**config.mk**
```make
export PLATFORM = sky130hd
export DESIGN_NAME = wb_stage
export DESIGN_NICKNAME = d
export VERILOG_FILES = /design/src/rtl/wb_stage.sv
export SDC_FILE = /design/constraint.sdc
export NUM_CORES = 1
export LEC_CHECK = 0
export BUFFER_PORTS_ARGS = -buffer_cell sky130_fd_sc_hd__buf_2
export CELL_PAD_IN_SITES_DETAIL_PLACEMENT = 1
export CELL_PAD_IN_SITES_GLOBAL_PLACEMENT = 1
export CORE_MARGIN = 2
export CORE_UTILIZATION = 35
export CTS_CLUSTER_SIZE = 12
export DETAILED_ROUTE_END_ITERATION = 8
export PLACE_DENSITY_LB_ADDON = 0.1
export SLEW_MARGIN = 20
export SYNTH_ARGS = -nofsm -noshare
export SYNTH_HDL_FRONTEND = slang
export SYNTH_SLANG_ARGS = --single-unit
```
**constraint.sdc**
```tcl
create_clock -name clk -period 4 [get_ports clk]
set_clock_uncertainty 0.05 [all_clocks]
set_input_delay 0.6 -clock clk [delete_from_list [all_inputs] [get_ports clk]]
set_output_delay 0.6 -clock clk [all_outputs]
set_load 0.02 [all_outputs]
```
**src/rtl/wb_stage.sv**
```systemverilog
// rtl/wb_stage.sv - RISC-V write-back stage with load extraction and retired-instruction counter
module wb_stage #(
  parameter int INSTRET_W = 64
) (
  input  logic                 clk,
  input  logic                 rst,
  input  logic                 mem_valid_i,
  output logic                 mem_ready_o,
  input  logic                 mem_reg_we_i,
  input  logic [4:0]           mem_rd_addr_i,
  input  logic [1:0]           mem_wb_sel_i,
  input  logic [2:0]           mem_funct3_i,
  input  logic [31:0]          mem_alu_result_i,
  input  logic [31:0]          mem_pc_plus4_i,
  input  logic [31:0]          dmem_rdata_i,
  input  logic                 dmem_rvalid_i,
  output logic                 wb_reg_we_o,
  output logic [4:0]           wb_rd_addr_o,
  output logic [31:0]          wb_rd_data_o,
  output logic                 load_err_o,
  output logic [INSTRET_W-1:0] instret_o
);

  localparam logic [0:0] IDLE      = 1'b0;
  localparam logic [0:0] LOAD_WAIT = 1'b1;

  localparam logic [1:0] SEL_LOAD = 2'b01;
  localparam logic [1:0] SEL_PC4  = 2'b10;

  logic [0:0]  state;
  logic [4:0]  ld_rd;
  logic        ld_we;
  logic [2:0]  ld_funct3;
  logic [1:0]  ld_lane;

  logic [31:0] ld_data;
  logic        ld_err;
  logic [7:0]  ld_byte;
  logic [15:0] ld_half;

  assign mem_ready_o = (state == IDLE);

  // Lane extraction from the aligned word; error covers misalignment and unused funct3 codes.
  always_comb begin
    ld_data = 32'h0;
    ld_err  = 1'b0;
    ld_byte = 8'(dmem_rdata_i >> {ld_lane, 3'b000});
    ld_half = ld_lane[1] ? dmem_rdata_i[31:16] : dmem_rdata_i[15:0];
    case (ld_funct3)
      3'b000: ld_data = {{24{ld_byte[7]}}, ld_byte};
      3'b100: ld_data = {24'h0, ld_byte};
      3'b001: begin
        ld_data = {{16{ld_half[15]}}, ld_half};
        ld_err  = ld_lane[0];
      end
      3'b101: begin
        ld_data = {16'h0, ld_half};
        ld_err  = ld_lane[0];
      end
      3'b010: begin
        ld_data = dmem_rdata_i;
        ld_err  = (ld_lane != 2'b00);
      end
      default: ld_err = 1'b1;
    endcase
  end

  always_ff @(posedge clk) begin
    if (rst) begin
      state        <= IDLE;
      wb_reg_we_o  <= 1'b0;
      wb_rd_addr_o <= 5'd0;
      wb_rd_data_o <= 32'h0;
      load_err_o   <= 1'b0;
      instret_o    <= '0;
      ld_rd        <= 5'd0;
      ld_we        <= 1'b0;
      ld_funct3    <= 3'b0;
      ld_lane      <= 2'b0;
    end else begin
      wb_reg_we_o <= 1'b0;
      load_err_o  <= 1'b0;
      case (state)
        IDLE: begin
          if (mem_valid_i) begin
            if (mem_wb_sel_i == SEL_LOAD) begin
              ld_rd     <= mem_rd_addr_i;
              ld_we     <= mem_reg_we_i;
              ld_funct3 <= mem_funct3_i;
              ld_lane   <= mem_alu_result_i[1:0];
              state     <= LOAD_WAIT;
            end else begin
              wb_reg_we_o  <= mem_reg_we_i & (mem_rd_addr_i != 5'd0);
              wb_rd_addr_o <= mem_rd_addr_i;
              wb_rd_data_o <= (mem_wb_sel_i == SEL_PC4) ? mem_pc_plus4_i : mem_alu_result_i;
              instret_o    <= instret_o + 1'b1;
            end
          end
        end
        default: begin
          if (dmem_rvalid_i) begin
            // Faulting loads retire without touching the write port.
            if (ld_err) begin
              load_err_o <= 1'b1;
            end else begin
              wb_reg_we_o  <= ld_we & (ld_rd != 5'd0);
              wb_rd_addr_o <= ld_rd;
              wb_rd_data_o <= ld_data;
            end
            instret_o <= instret_o + 1'b1;
            state     <= IDLE;
          end
        end
      endcase
    end
  end

endmodule

```
==> out/metrics.csv <==
metric;value;unit
nNetsFinal;1125;
whs;0.393;ns
yosysSeqAreaShare;36.7;%
cp_max_fo;17;
startpoint_type;flip-flop;
hold_depth;3;
final_cell_mix;buf_2 (213), nand2_1 (129), dfxtp_1 (115);
fin_crit_sh;71.2;%
cts_tree;yes;
grt_use_met1;29.5;%
cts_buffer_depth;2;
seqPwrFrac;38.5;%
cts_resized;0;
grt_setup_unrepaired;false;
dieArea;0.0190;sq mm
reg2reg_to;instret_o[60];
drv_cap;0;
track_usage;24.3;%
clk_latency;0.42;ns
vias;6923;
cts_hold_buf;0;
drcViolationCount;0;
end_kind;flip-flop;
setup_viol;0;
final_common_cell;buf_2;
grt_pass1_wl;36200;microns
drt-pass1-iter-count;5;
syn-num-nets;942;
numCtsBuffers;17;
p_sw_share;27.0;%
routedWlPerCell;18.4;microns
p_int;2310;uW
maxSlewHeadroom;39.1;%
drt_iter0_markers;354;
drive_gt1_share;27.7;%
hpwl;16900;microns
antenna_found_initial;0;
cp_data_arrival_time;3.14;ns
ioPinCount;215;
wl;23000;microns
p_sw;855;uW
die_x;138;microns
syn_to_final_growth;28.9;%
rows;48;
fin_crit;2.85;ns
hold_viol;0;
reg2reg_from;instret_o[0];
stdcell_count;1251;
ys_warn_count;0;
synth-seq-cells;115;
tns;0;ns
netlist_area;0.00626;sq mm
p_leak;0.00322;uW
n_fill_cell;2216;
grt_max_degree;63;
gr-max-usage-layer;met2;
status;completed;
clk_pin_slew;0.06;ns
cts-root-buf;clkbuf_16;
r2r_slack;1.15;ns
met3_usage;5.11;%
clock-sinks;115;
ff2ff_path_depth;6;
ir_worst_vdd;0.302;mV
grt.overflow.total;0;
required;4.29;ns
syn-instance-count;830;
p_clk_share;48.5;%
min_path_type;primary input to flip-flop;
holdCritStartpoint;mem_funct3_i[0];
worst_pin_slew;0.913;ns
core_region_area;0.0174;sq mm
criticalPathCategory;flip-flop to flip-flop;
port-buffer-count;214;
grt_pass1_vias;6886;
place_inst;1219;
p_per_area;391;mW/mm^2
via_per_inst;5.53;
start_util;36.0;%
ant_nets;0;
gr-usage-met2;43.0;%
globalplace.congestion;0.869;
fmax;351;MHz
cts_setup_buffers;0;
min_to;ld_funct3[0];
synth_cell_type_count;48;
die_h;138;microns
drv_slew;0;
antenna_cells_inserted;0;
cts-htree-levels;4;
avgSynthCellArea;7.55;sq um
p_comb_share;13.0;%
-- stage by stage --
step | util (%) | power (uW) | setup slack, ns | area [sq um]
global route | 46.4 | 3280 | 0.793 | 8080
CTS | 46.4 | 3190 | 1.18 | 8080
floorplan | - | 1480 | 1.62 | 6260
global placement | 42.9 | 1650 | 1.13 | 7480
detailed placement | 42.9 | 1650 | 1.10 | 7480
finish | 46.4 | 3160 | 1.15 | 8080
-- kinds of logic (layout without fill, tap and decap cells) --
kind of cell | Yosys count | in the layout | share of synthesized area [%]
fa+ha+maj | 1 | 1 | 0.200
flops | 115 | 115 | 36.7
mux | 30 | 30 | 5.15
xor+xnor | 20 | 20 | 2.80
compound gates | 190 | 190 | 18.6
buf+inv | 69 | 265 | 4.33
simple gates | 405 | 405 | 32.1
-- routing by layer --
metal  up-vias  share of wire (%)
met5         -                  0
met4         0                1.5
met3        22                6.3
met2       182                 48
met1      3321                 44
li1       3398                  -
-- layout make-up --
| type | instances | area [sq um] | share of cell area, % |
|---|---|---|---|
| Multi-Input combinational cell | 646 | 3700 | 45.9 |
| Inverter | 7 | 26.3 | 0.325 |
| Tap cell | 225 | 282 | 3.49 |
| Sequential cell | 115 | 2300 | 28.5 |
| Timing Repair Buffer | 226 | 1160 | 14.4 |
| Clock inverter | 12 | 131 | 1.63 |
| Clock buffer | 20 | 467 | 5.78 |
-- cells in the mapped netlist, drive strengths merged --
master	number	area [sq um]
o21bai	1	7.51
mux2i	21	210
a221oi	7	61.3
ha	1	12.5
o211ai	2	15.0
or3	14	87.6
nand3	24	120
xor2	9	78.8
a21oi	76	380
xnor2	11	96.3
and4	5	43.8
a211oi	22	165
o31ai	24	180
or2	2	12.5
nor3b	3	22.5
buf	9	46.3
nor4	18	128
nor2b	9	56.3
nand3b	1	7.51
nand2	129	484
and3b	1	8.76
a311oi	1	8.76
o21a	1	7.51
mux2	8	90.1
a31oi	7	43.8
a22oi	2	15.0
inv	7	26.3
or3b	1	8.76
nand2b	4	32.5
o21ai	38	190
o221a	7	78.8
and2	4	25.0
mux4	1	22.5
nand4	24	156
or4	29	218
a21o	1	7.51
dfxtp	115	2300
o22ai	1	6.26
nor2	78	293
clkbuf	53	199
and3	11	68.8
nor3	48	240
-- sequential cells by signal, summed over array words and instances (netlist names) --
signal,count
ld_rd,5
state,1
ld_funct3,3
ld_lane,2
wb_rd_addr_o,5
wb_rd_data_o,32
wb_reg_we_o,1
load_err_o,1
ld_we,1
instret_o,64
-- worst max path at each step --
| stage | startpoint | to | slack (ns) | cells after the start |
|---|---|---|---|---|
| floorplan | mem_wb_sel_i[0] | instret_o[53] | 1.62 | 6 |
| global placement | mem_wb_sel_i[0] | instret_o[61] | 1.13 | 6 |
| detailed placement | mem_wb_sel_i[0] | instret_o[53] | 1.10 | 6 |
| CTS | instret_o[0] | instret_o[60] | 1.18 | 6 |
| global route | instret_o[0] | instret_o[56] | 0.79 | 6 |
| finish | instret_o[0] | instret_o[60] | 1.15 | 6 |
-- critical path, cell delays in order (launching register included) --
cell and delay [ns]:
dfxtp_1 0.41, ha_1 0.29, nand4_1 0.28, nor4_1 0.35
nand3_1 0.56, or4_1 0.67, a21oi_1 0.14
-- power groups by stage --
stage / Sequential [uW] / Combinational (uW) / Clock [uW]
6_report: 1220 / 410 / 1530
3_3_place_gp: 1240 / 410 / 0
4_1_cts: 1220 / 414 / 1560
5_1_grt: 1220 / 452 / 1610
2_1_floorplan: 1280 / 198 / 0
3_5_place_dp: 1240 / 411 / 0
(Power assumes the default switching activity.)
